**config.mk**
```make
export PLATFORM = sky130hd
export DESIGN_NAME = control_fsm
export DESIGN_NICKNAME = d
export VERILOG_FILES = /design/src/rtl/control_fsm.sv
export SDC_FILE = /design/constraint.sdc
export NUM_CORES = 1
export LEC_CHECK = 0
export ABC_AREA = 1
export BUFFER_PORTS_ARGS = -buffer_cell sky130_fd_sc_hd__buf_2
export CORE_ASPECT_RATIO = 0.8
export CORE_MARGIN = 2
export CORE_UTILIZATION = 46
export DETAILED_ROUTE_END_ITERATION = 8
export GPL_ROUTABILITY_DRIVEN = 0
export PLACE_DENSITY_LB_ADDON = 0.12
export SYNTH_ARGS = -nofsm -noshare
export SYNTH_HDL_FRONTEND = slang
export SYNTH_SLANG_ARGS = --single-unit
```
**constraint.sdc**
```tcl
create_clock -name CLK -period 1.3 [get_ports CLK]
set_input_delay 0.065 -clock CLK [delete_from_list [all_inputs] [get_ports CLK]]
set_output_delay 0.065 -clock CLK [all_outputs]
set_load 0.01 [all_outputs]
```
**src/rtl/control_fsm.sv**
```systemverilog
// Multi-cycle control FSM for a small RV64I subset (add, sub, addi, ld, sd).
// Optional retired-instruction counter enabled by macro CONTROL_FSM_INSTRET_EN.
`timescale 1ns/1ps
module control_fsm (
  input  logic        CLK,
  input  logic        RST_N,
  input  logic [31:0] instr,
  input  logic        mem_ready,
  output logic [4:0]  rs1,
  output logic [4:0]  rs2,
  output logic [4:0]  rd,
  output logic [11:0] immediate,
  output logic        sub,
  output logic        WE_RF,
  output logic        WE_MEM,
  output logic        RF_din_sel,
  output logic        ULA_din2_sel,
  output logic        load_pc,
  output logic        reset_pc,
  output logic        illegal,
  output logic [31:0] instret
);

  typedef enum logic [2:0] {
    RST_ST, FETCH, DECODE, EXEC, MEM, WB, TRAP
  } state_t;

  state_t      state, state_next;
  logic [31:0] ir;

  logic [6:0] opcode, funct7;
  logic [2:0] funct3;
  logic       is_rtype, is_add, is_sub, is_addi, is_ld, is_sd, legal;

  assign opcode = ir[6:0];
  assign funct3 = ir[14:12];
  assign funct7 = ir[31:25];

  assign is_rtype = (opcode == 7'b0110011) && (funct3 == 3'b000);
  assign is_add   = is_rtype && (funct7 == 7'b0000000);
  assign is_sub   = is_rtype && (funct7 == 7'b0100000);
  assign is_addi  = (opcode == 7'b0010011) && (funct3 == 3'b000);
  assign is_ld    = (opcode == 7'b0000011) && (funct3 == 3'b011);
  assign is_sd    = (opcode == 7'b0100011) && (funct3 == 3'b011);
  assign legal    = is_add || is_sub || is_addi || is_ld || is_sd;

  // Decoded fields come from the latched IR so they stay stable while instr moves with PC.
  assign rs1          = ir[19:15];
  assign rs2          = ir[24:20];
  assign rd           = ir[11:7];
  assign immediate    = (opcode == 7'b0100011) ? {ir[31:25], ir[11:7]} : ir[31:20];
  assign sub          = is_sub;
  assign ULA_din2_sel = is_addi || is_ld || is_sd;
  assign RF_din_sel   = is_ld;

  always_ff @(posedge CLK or negedge RST_N) begin
    if (!RST_N) begin
      state   <= RST_ST;
      ir      <= '0;
      illegal <= 1'b0;
    end else begin
      state <= state_next;
      if (state == FETCH)
        ir <= instr;
      if (state == DECODE && !legal)
        illegal <= 1'b1;
    end
  end

  always_comb begin
    state_next = state;
    load_pc    = 1'b0;
    reset_pc   = 1'b0;
    WE_RF      = 1'b0;
    WE_MEM     = 1'b0;
    case (state)
      RST_ST: begin
        reset_pc   = 1'b1;
        state_next = FETCH;
      end
      FETCH: begin
        load_pc    = 1'b1;
        state_next = DECODE;
      end
      DECODE:  state_next = legal ? EXEC : TRAP;
      EXEC:    state_next = (is_ld || is_sd) ? MEM : WB;
      MEM: begin
        if (mem_ready) begin
          if (is_sd) begin
            WE_MEM     = 1'b1;
            state_next = FETCH;
          end else begin
            state_next = WB;
          end
        end
      end
      WB: begin
        WE_RF      = (rd != 5'd0);
        state_next = FETCH;
      end
      TRAP:    state_next = TRAP;
      default: state_next = RST_ST;
    endcase
  end

`ifdef CONTROL_FSM_INSTRET_EN
  logic        retire;
  logic [31:0] instret_q;

  assign retire = (state == WB) || (state == MEM && is_sd && mem_ready);

  always_ff @(posedge CLK or negedge RST_N) begin
    if (!RST_N)
      instret_q <= '0;
    else if (retire)
      instret_q <= instret_q + 32'd1;
  end

  assign instret = instret_q;
`else
  assign instret = '0;
`endif

endmodule

```
==> results of run 1 <==
final cells by class:
class                           count  area [um^2]  area share, %
Timing Repair inverter              2         20.0          0.680
Inverter                           15         73.8           2.51
Timing Repair Buffer              125          968           32.9
Multi-Input combinational cell    179          830           28.2
Tap cell                           57         71.3           2.42
Sequential cell                    36          903           30.7
Clock buffer                        6         72.6           2.46
Clock inverter                      1         5.00          0.170
where the power goes:
| group | switching [mW] | internal, mW | leakage [nW] |
|---|---|---|---|
| combinational | 1.91 | 1.68 | 1.15 |
| sequential | 0.427 | 1.68 | 0.437 |
| clock | 0.374 | 0.364 | 0.0410 |
metrics by stage:
| stage | area, um^2 | instances |
|---|---|---|
| finish | 2940 | 421 |
| global route | 2940 | 421 |
| CTS | 2750 | 410 |
| detailed placement | 2190 | 363 |
| global placement | 2190 | 363 |
| floorplan | 2150 | 290 |
worst register-to-register path: cells and delay by family, from the launching register on:
family | cells | cell delay [ns]
AO/OA/AOI/OAI | 1 | 0.11
buffers and inverters | 2 | 0.30
flip-flops | 1 | 0.38
AND/OR/NAND/NOR | 6 | 0.54
cells in the mapped netlist:
| cell | instances |
|---|---|
| buf_4 | 54 |
| nand4_1 | 1 |
| o41ai_1 | 1 |
| mux2_2 | 3 |
| inv_1 | 13 |
| dfrtp_1 | 36 |
| nand3_1 | 6 |
| buf_2 | 4 |
| nor3_1 | 3 |
| nor3_4 | 1 |
| conb_1 | 1 |
| buf_6 | 2 |
| nor2_1 | 17 |
| a21oi_1 | 4 |
| inv_2 | 2 |
| o21ai_0 | 9 |
| nand2_2 | 1 |
| nand3b_1 | 1 |
| nand2_1 | 100 |
per-layer routing:
| layer | vias to the layer above | wire length [um] | track usage (%) |
|---|---|---|---|
| li1 | 913 | - | - |
| met1 | 861 | 2270 | 24.9 |
| met2 | 68 | 2590 | 35.5 |
| met3 | 5 | 268 | 5.01 |
| met4 | 0 | 38 | 7.24 |
| met5 | - | 0 | 0 |
worst min path at each step:
stage,end,cells after the start,startpoint
4_1_cts,ir[30]$_DFFE_PN0P_,3,instr[30]
3_3_place_gp,ir[29]$_DFFE_PN0P_,1,RST_N
6_report,ir[30]$_DFFE_PN0P_,3,instr[30]
5_1_grt,ir[11]$_DFFE_PN0P_,3,instr[11]
2_1_floorplan,illegal$_DFFE_PN0P_,0,RST_N
3_5_place_dp,ir[29]$_DFFE_PN0P_,1,RST_N
registers in the layout (all words and copies together), names as in the netlist:
name and count:
ir 32, state 3, illegal 1
cells by family (layout without fill, tap and decap cells):
logic type	after synthesis	in the layout	synth area share [%]
AOI/OAI and AO/OA	14	14	3.62
buffers and inverters	75	149	24.8
and+or+nand+nor	130	130	25.6
other	1	32	0.184
DFF	36	36	44.2
muxes	3	3	1.66
what timing repair did:
item / CTS / global route
hold buffers: 31 / 0
setup endpoints to repair: 11 / 48
pin swaps: 3 / 4
cloned: 1 / 3
resized for setup: 21 / 36
endpoints found under the hold margin: 48 / 0
buffers inserted: 8 / 10
==> out/metrics.cfg, run 1 <==
[run_status]
outcome=finished, violations left
violations=setup timing

[clock_tree]
clock_path_buffers=2
cts_buffers=5
cts_root_buffer=clkbuf_8
path_clk_slew_ns=0.06
clock-sinks=36
htreeDepth=2
cts_tree=built
worstSkewPairLatency_ns=0.29

[sta]
hold_violations=0
setup_viol=19
maxClockFrequency_ghz=0.636
finalSetupTns_ns=-2.38
worst_slack_ns=-0.272
final-max-slew-violation-count=0
min_period_over_period_pct=121
min_period_ns=1.57
fin_skew_ns=0.00860
hold_ws_ns=0.0146
rsz0062_at_grt=true

[die]
rows=21
core_area_um2=4230
start_util_pct=48.2
die_area_um2=4980
dieWidth_um=78.4
boundaryPins=102
fp.dieH_um=63.5

[finish]
drive_gt1_share_pct=36.5
area_delta_synth_final_pct=44.5
final_net_count=399
fillers=355
diodes=0
layout_commonest_cell=nand2_1
mostFrequentLayoutCells=nand2_1, buf_2, dfrtp_1
final_util_pct=69.6

[synthesis]
syn_inst=259
yosysTopAreaCell=dfrtp_1
synth_top_area_share_pct=44.2
syn_avg_cell_area_um2=7.86
ys_top_cells_by_area=dfrtp_1, buf_4, nand2_1
ys_seq_elements=36
ys_seq_area_share_pct=44.2
syn_area_um2=2040
yosysUniqueCellTypes=19
synth_warnings=0

[routing]
drc=0
antenna_left=0
dr.pass1.iters=4
detail_route.vias_per_cell=4.39
wl_per_cell_um=12.3
dr_total_vias=1847
routed_wl_um=5170
drt_iter0_drc=79

[placement]
place_ws_ns=-0.0154
place_hpwl_um=2930
io_buffers=69

[power_and_ir_drop]
power_leakage_nw=1.63
total_power_mw=6.44
ir_worst_vdd_mv=1.20
powerDensity_nw_per_um2=2190

[setup_path]
crit_slowest_cell=dfrtp_1
r2r_end=state[0]$_DFFE_PN0P_
r2r_slack_ns=-0.09
cp.depth=6
startpoint_type=flop
cp-startpoint=ir[2]$_DFFE_PN0P_
cpPeakStageDelay_ns=0.38
cp_top_family=flip-flops
critPathCapture=immediate[3]
arrival_ns=1.51
crit_type=flop to primary output
critPathRequiredTime_ns=1.24
crit_path_max_fanout=5
crit_chain=nor2_1, nand3_2, inv_2, nand2_4, mux2_2, buf_6
path_buf_inv=2
timing.rr.start=ir[2]$_DFFE_PN0P_
ff2ff_path_depth=9
end_kind=primary output

[grt]
grt_util_all_layers_pct=20.5
overflow=0
grt_pass1_wl_um=7820
antenna_found_initial=0
first_global_vias=1663
grt_max_degree=28

[min_path]
holdCritPathClass=primary input to flop

[job]
drv_cap=0

(Power assumes the default switching activity.)
==> run 2: changes to the inputs <==
--- a/config.mk
+++ b/config.mk
@@ -9,7 +9,7 @@
 export BUFFER_PORTS_ARGS = -buffer_cell sky130_fd_sc_hd__buf_2
 export CORE_ASPECT_RATIO = 0.8
 export CORE_MARGIN = 2
-export CORE_UTILIZATION = 46
+export CORE_UTILIZATION = 47
 export DETAILED_ROUTE_END_ITERATION = 8
 export GPL_ROUTABILITY_DRIVEN = 0
 export PLACE_DENSITY_LB_ADDON = 0.12
==> constraint.sdc (replaced) <==
create_clock -name CLK -period 1.95 [get_ports CLK]
set_input_delay 0.0975 -clock CLK [delete_from_list [all_inputs] [get_ports CLK]]
set_output_delay 0.0975 -clock CLK [all_outputs]
set_load 0.01 [all_outputs]
==> run 2 against run 1 <==
The run now ends clean; critical path depth stayed put; sequential share of layout area is 9.6 points higher; via count is 15% lower; hold slack worse by 0.0028 ns; highest routed layer unchanged.
==> out/metrics.cfg, run 2 (synthesis results as in run 1) <==
[run_status]
outcome=finished clean

[routing]
drt_iter0_drc=50
dr.pass1.iters=4
drc=0
routed_wl_um=3930
detail_route.vias_per_cell=4.26
wl_per_cell_um=10.7
dr_total_vias=1564
antenna_left=0

[min_path]
hold_depth=3
hold_path_startpoint=instr[29]
holdCritPathClass=primary input to flop
hold_end=ir[29]$_DFFE_PN0P_

[power_and_ir_drop]
total_power_mw=3.45
ir_worst_vdd_mv=0.575
powerDensity_nw_per_um2=1540
power_leakage_nw=1.33

[setup_path]
r2r_end=ir[14]$_DFFE_PN0P_
timing.rr.start=state[1]$_DFFE_PN0P_
crit_path_max_fanout=7
r2r_slack_ns=0.69
crit_type=flop to primary output
cp-startpoint=ir[4]$_DFFE_PN0P_
arrival_ns=1.58
ff2ff_path_depth=4
critPathRequiredTime_ns=1.85
startpoint_type=flop
end_kind=primary output

[clock_tree]
clock-sinks=36
cts_resized=0
clock_path_buffers=2
path_clk_slew_ns=0.07
post-cts-setup-buffers=0
cts_buffers=5
cts_tree=built
worstSkewPairLatency_ns=0.28
cts_root_buffer=clkbuf_8
htreeDepth=2

[die]
core_area_um2=4180
fp.dieH_um=62.9
dieWidth_um=77.6
rows=21
start_util_pct=48.8
boundaryPins=102
die_area_um2=4880

[grt]
grt_pass1_wl_um=6200
grt_max_degree=37
first_global_vias=1379
overflow=0
grt_util_all_layers_pct=16.2
antenna_found_initial=0

[job]
drv_cap=0

[finish]
reg_top3=ir (32), state (3), illegal (1)
diodes=0
layout_commonest_cell=nand2_1
top_register=ir
area_delta_synth_final_pct=9.83
final_net_count=344
drive_gt1_share_pct=27.1
largest_reg_flops=32
mostFrequentLayoutCells=nand2_1, buf_2, dfrtp_1

[sta]
min_period_ns=1.67
maxClockFrequency_ghz=0.598
worstMarginPinSlew_ns=0.798
slew_headroom_pct=46.8
min_period_over_period_pct=85.8
hold_violations=0
finalSetupTns_ns=0
setup_viol=0
final-max-slew-violation-count=0
fin_skew_ns=0.00543
rsz0062_at_grt=false

[placement]
place_hpwl_um=2840
io_buffers=69

run 2: cell count changes in the layout (fill, tap and decap cells not counted), sizes merged:
cell,previous run,this run
dlygate4sd3,31,1
buf,93,71
clkinv,2,0
clkbuf,7,8
inv,16,15
run 2: how the worst max path moves through the flow:
| stage | to | cells past startpoint |
|---|---|---|
| final | immediate[3] | 6 |
| after floorplan | ir[5]$_DFFE_PN0P_ | 5 |
| after detailed placement | immediate[3] | 6 |
| after global routing | immediate[3] | 6 |
| after CTS | immediate[3] | 6 |
| after global placement | immediate[3] | 6 |
run 2: metrics by stage:
stage	util, %	cell area, um^2	setup WS [ns]	hold slack (ns)	instances
final	53.5	2240	0.276	0.0118	367
after global routing	53.5	2240	0.109	0.0122	367
after CTS	53.5	2240	0.244	0.00526	367
after detailed placement	51.2	2140	0.584	0.234	358
after global placement	51.2	2140	0.633	0.237	358
after floorplan	-	2150	0.815	-0.198	290
run 2: area by class of cell:
type	count	area (um^2)
inverter	15	56.3
sequential	36	901
multi-input combinational	179	748
tap	57	71.3
timing repair buffer	72	370
fill	429	1940
clock buffer	8	90.1
run 2: power by group:
part	switching (mW)	leakage (nW)	total, mW	internal [mW]
Combinational	0.937	0.846	1.52	0.578
Clock	0.254	0.0455	0.543	0.288
Sequential	0.279	0.439	1.39	1.12
Total	1.47	1.33	3.45	1.98
run 2: routing by layer:
layer  track usage (%)  vias up  share of wire (%)
met5                 0        -                  0
met4              5.36        0               0.48
met3              4.62        2                6.7
met2              26.2       59                 46
met1              21.0      697                 47
li1                  -      806                  -
run 2: timing repair:
item                                   CTS  global route
setup endpoints to repair                0             0
endpoints found under the hold margin   36             0
hold buffers                             1             0
run 2: critical path: stages (launching register included):
cell and delay [ns]:
dfrtp_1 0.39, inv_1 0.09, nand2_1 0.05, nor2_1 0.16, nand2_2 0.16, mux2_2 0.30, buf_2 0.14
==> run 3: changes to the inputs <==
--- a/config.mk
+++ b/config.mk
@@ -5,7 +5,6 @@
 export SDC_FILE = /design/constraint.sdc
 export NUM_CORES = 1
 export LEC_CHECK = 0
-export ABC_AREA = 1
 export BUFFER_PORTS_ARGS = -buffer_cell sky130_fd_sc_hd__buf_2
 export CORE_ASPECT_RATIO = 0.8
 export CORE_MARGIN = 2
==> run 3 against run 2 <==
The flow now finishes with violations (setup timing); clock-buffer cell count shrank 1; largest cell class unchanged; critical path type unchanged; synthesized cell count is 33% lower; sequential share of layout area fell by 1.7 points.
==> out/metrics.cfg, run 3 <==
[run_status]
outcome=finished, violations left
violations=setup timing

[synthesis]
ys_top_cells_by_area=dfrtp_1, buf_4, mux2_2
ys_seq_area_share_pct=44.9
syn_inst=174
synth_edf_count=0
synthTopCellsByCount=buf_4, dfrtp_1, mux2_2, nor2_1
async_flop_share_pct=100
syn_avg_cell_area_um2=11.5
yosysTopAreaCell=dfrtp_1
syn_area_um2=2000
synthFlopType=dfrtp_1
synth_most_common_cell=buf_4
ys_seq_elements=36
synth_warnings=0
synth_top_area_share_pct=44.9
yosysUniqueCellTypes=32

[finish]
largest_reg_flops=32
fin_cells=285
drive_gt1_share_pct=53.5
layout_commonest_cell=buf_2
mostFrequentLayoutCells=buf_2, dfrtp_1, mux2_2
reg_top3=ir (32), state (3), illegal (1)
top_register=ir
diodes=0
area_delta_synth_final_pct=16.5
final_net_count=262

[routing]
wl_per_cell_um=12.8
drt_iter0_drc=64
antenna_left=0
drc=0
routed_wl_um=3660
dr_total_vias=1353
detail_route.vias_per_cell=4.75
dr.pass1.iters=4

[setup_path]
cpPeakStageDelay_ns=0.38
crit_type=flop to primary output
arrival_ns=2.08
path_buf_inv=2
critPathRequiredTime_ns=1.85
path_common_cell=buf_6
cp_top_family=simple AND/OR/NAND/NOR gates
startpoint_type=flop
crit_path_max_fanout=6
end_kind=primary output
crit_slowest_cell=dfrtp_1
crit_chain=or3_4, or2_4, nor3b_4, buf_6, mux2_2, buf_6

[sta]
slew_headroom_pct=47.1
worstMarginPinSlew_ns=0.793
worst_slack_ns=-0.224
hold_violations=0
rsz0062_at_grt=true
setup_viol=6
maxClockFrequency_ghz=0.460
min_period_over_period_pct=111
final-max-slew-violation-count=0
fin_skew_ns=0.00248
min_period_ns=2.17

[clock_tree]
cts_root_buffer=clkbuf_8
cts_buffers=5
htreeDepth=2
path_clk_slew_ns=0.07
clock_path_buffers=2
cts_tree=built
clock-sinks=36
worstSkewPairLatency_ns=0.28

[die]
boundaryPins=102
start_util_pct=48.3
core_area_um2=4150
fp.dieH_um=62.4
dieWidth_um=77.0
rows=21
die_area_um2=4810

[power_and_ir_drop]
power_leakage_nw=1.12
powerDensity_nw_per_um2=725
ir_worst_vdd_mv=0.504
total_power_mw=1.69

[job]
drv_cap=0

[grt]
grt_util_all_layers_pct=16.2
grt_max_degree=37
overflow=0
grt_pass1_wl_um=6130
first_global_vias=1320
antenna_found_initial=0

[placement]
placed_cells=273
io_buffers=69
place_hpwl_um=2760
place_ws_ns=-0.0110

[min_path]
holdCritPathClass=primary input to flop

run 3: cell count changes in the layout (fill, tap and decap cells not counted), moves of 4 or more:
cell,delta
nand2_1,-96
mux2_2,+31
inv_1,-11
nor2_1,-10
o21ai_0,-8
buf_6,+5
nand3_1,-5
buf_2,-4
run 3: area by class of cell:
cell class | count | area, um^2
Fill cell | 407 | 1820
Sequential cell | 36 | 901
Multi-Input combinational cell | 107 | 796
Timing Repair Buffer | 75 | 434
Clock buffer | 7 | 96.3
Tap cell | 57 | 71.3
Clock inverter | 1 | 30.0
Inverter | 2 | 7.51
run 3: repair_timing:
item / 4_1_cts / 5_1_grt
hold buffers: 1 / 0
hold endpoints to repair: 36 / 0
buffers inserted: 3 / 0
gates resized for setup: 5 / 3
setup endpoints to repair: 6 / 8
pin swaps: 3 / 2
run 3: final timing paths:
| path | to | start | depth (start not counted) | slack [ns] |
|---|---|---|---|---|
| setup / recovery | immediate[0] | ir[6]$_DFFE_PN0P_ | 6 | -0.22 |
| hold / removal | ir[30]$_DFFE_PN0P_ | instr[30] | 3 | 0.02 |
| setup reg to reg | state[2]$_DFFE_PN0P_ | ir[6]$_DFFE_PN0P_ | 5 | 0.09 |
| hold reg to reg | illegal$_DFFE_PN0P_ | illegal$_DFFE_PN0P_ | 1 | 0.45 |
| max in group asynchronous | ir[4]$_DFFE_PN0P_ | RST_N | 2 | 1.01 |
| min in group asynchronous | ir[0]$_DFFE_PN0P_ | RST_N | 2 | 0.44 |
run 3: where the power goes:
group | leakage [nW] | total (mW) | internal (mW) | switching (mW)
clock | 0.0645 | 0.707 | 0.451 | 0.256
combinational | 0.640 | 0.178 | 0.0854 | 0.0926
sequential | 0.413 | 0.808 | 0.781 | 0.0270
run 3: kinds of logic (layout without fill, tap and decap cells):
kind of cell    after synthesis  count (layout)  share of synthesized area, %
buf+inv                      62              85                          22.0
simple gates                 29              29                          9.18
compound gates               10              10                          3.50
other cells                   1              32                         0.187
mux                          36              36                          20.2
flops                        36              36                          44.9
run 3: worst min-delay path, delay by kind of cell:
family                 cells  cell delay [ns]
and+or+nand+nor            1             0.03
AOI/OAI and AO/OA          1             0.06
buffers and inverters      1             0.07
run 3: metrics by stage:
| step | utilization, % | area, um^2 | TNS (ns) | hold slack [ns] |
|---|---|---|---|---|
| after floorplan | - | 2120 | 0 | -0.198 |
| after global placement | 51.5 | 2140 | 0 | 0.218 |
| after detailed placement | 51.5 | 2140 | -0.0361 | 0.232 |
| after CTS | 55.9 | 2320 | -1.34 | 0.0130 |
| after global routing | 56.3 | 2340 | -1.83 | 0.0288 |
| final | 56.3 | 2340 | -1.21 | 0.0195 |
run 3: layer usage:
layer | wire length (um) | track usage, % | vias to the layer above
met5 | 0 | 0 | -
met4 | 75 | 7.59 | 0
met3 | 254 | 5.06 | 9
met2 | 1760 | 26.2 | 60
met1 | 1570 | 19.8 | 667
li1 | - | - | 617
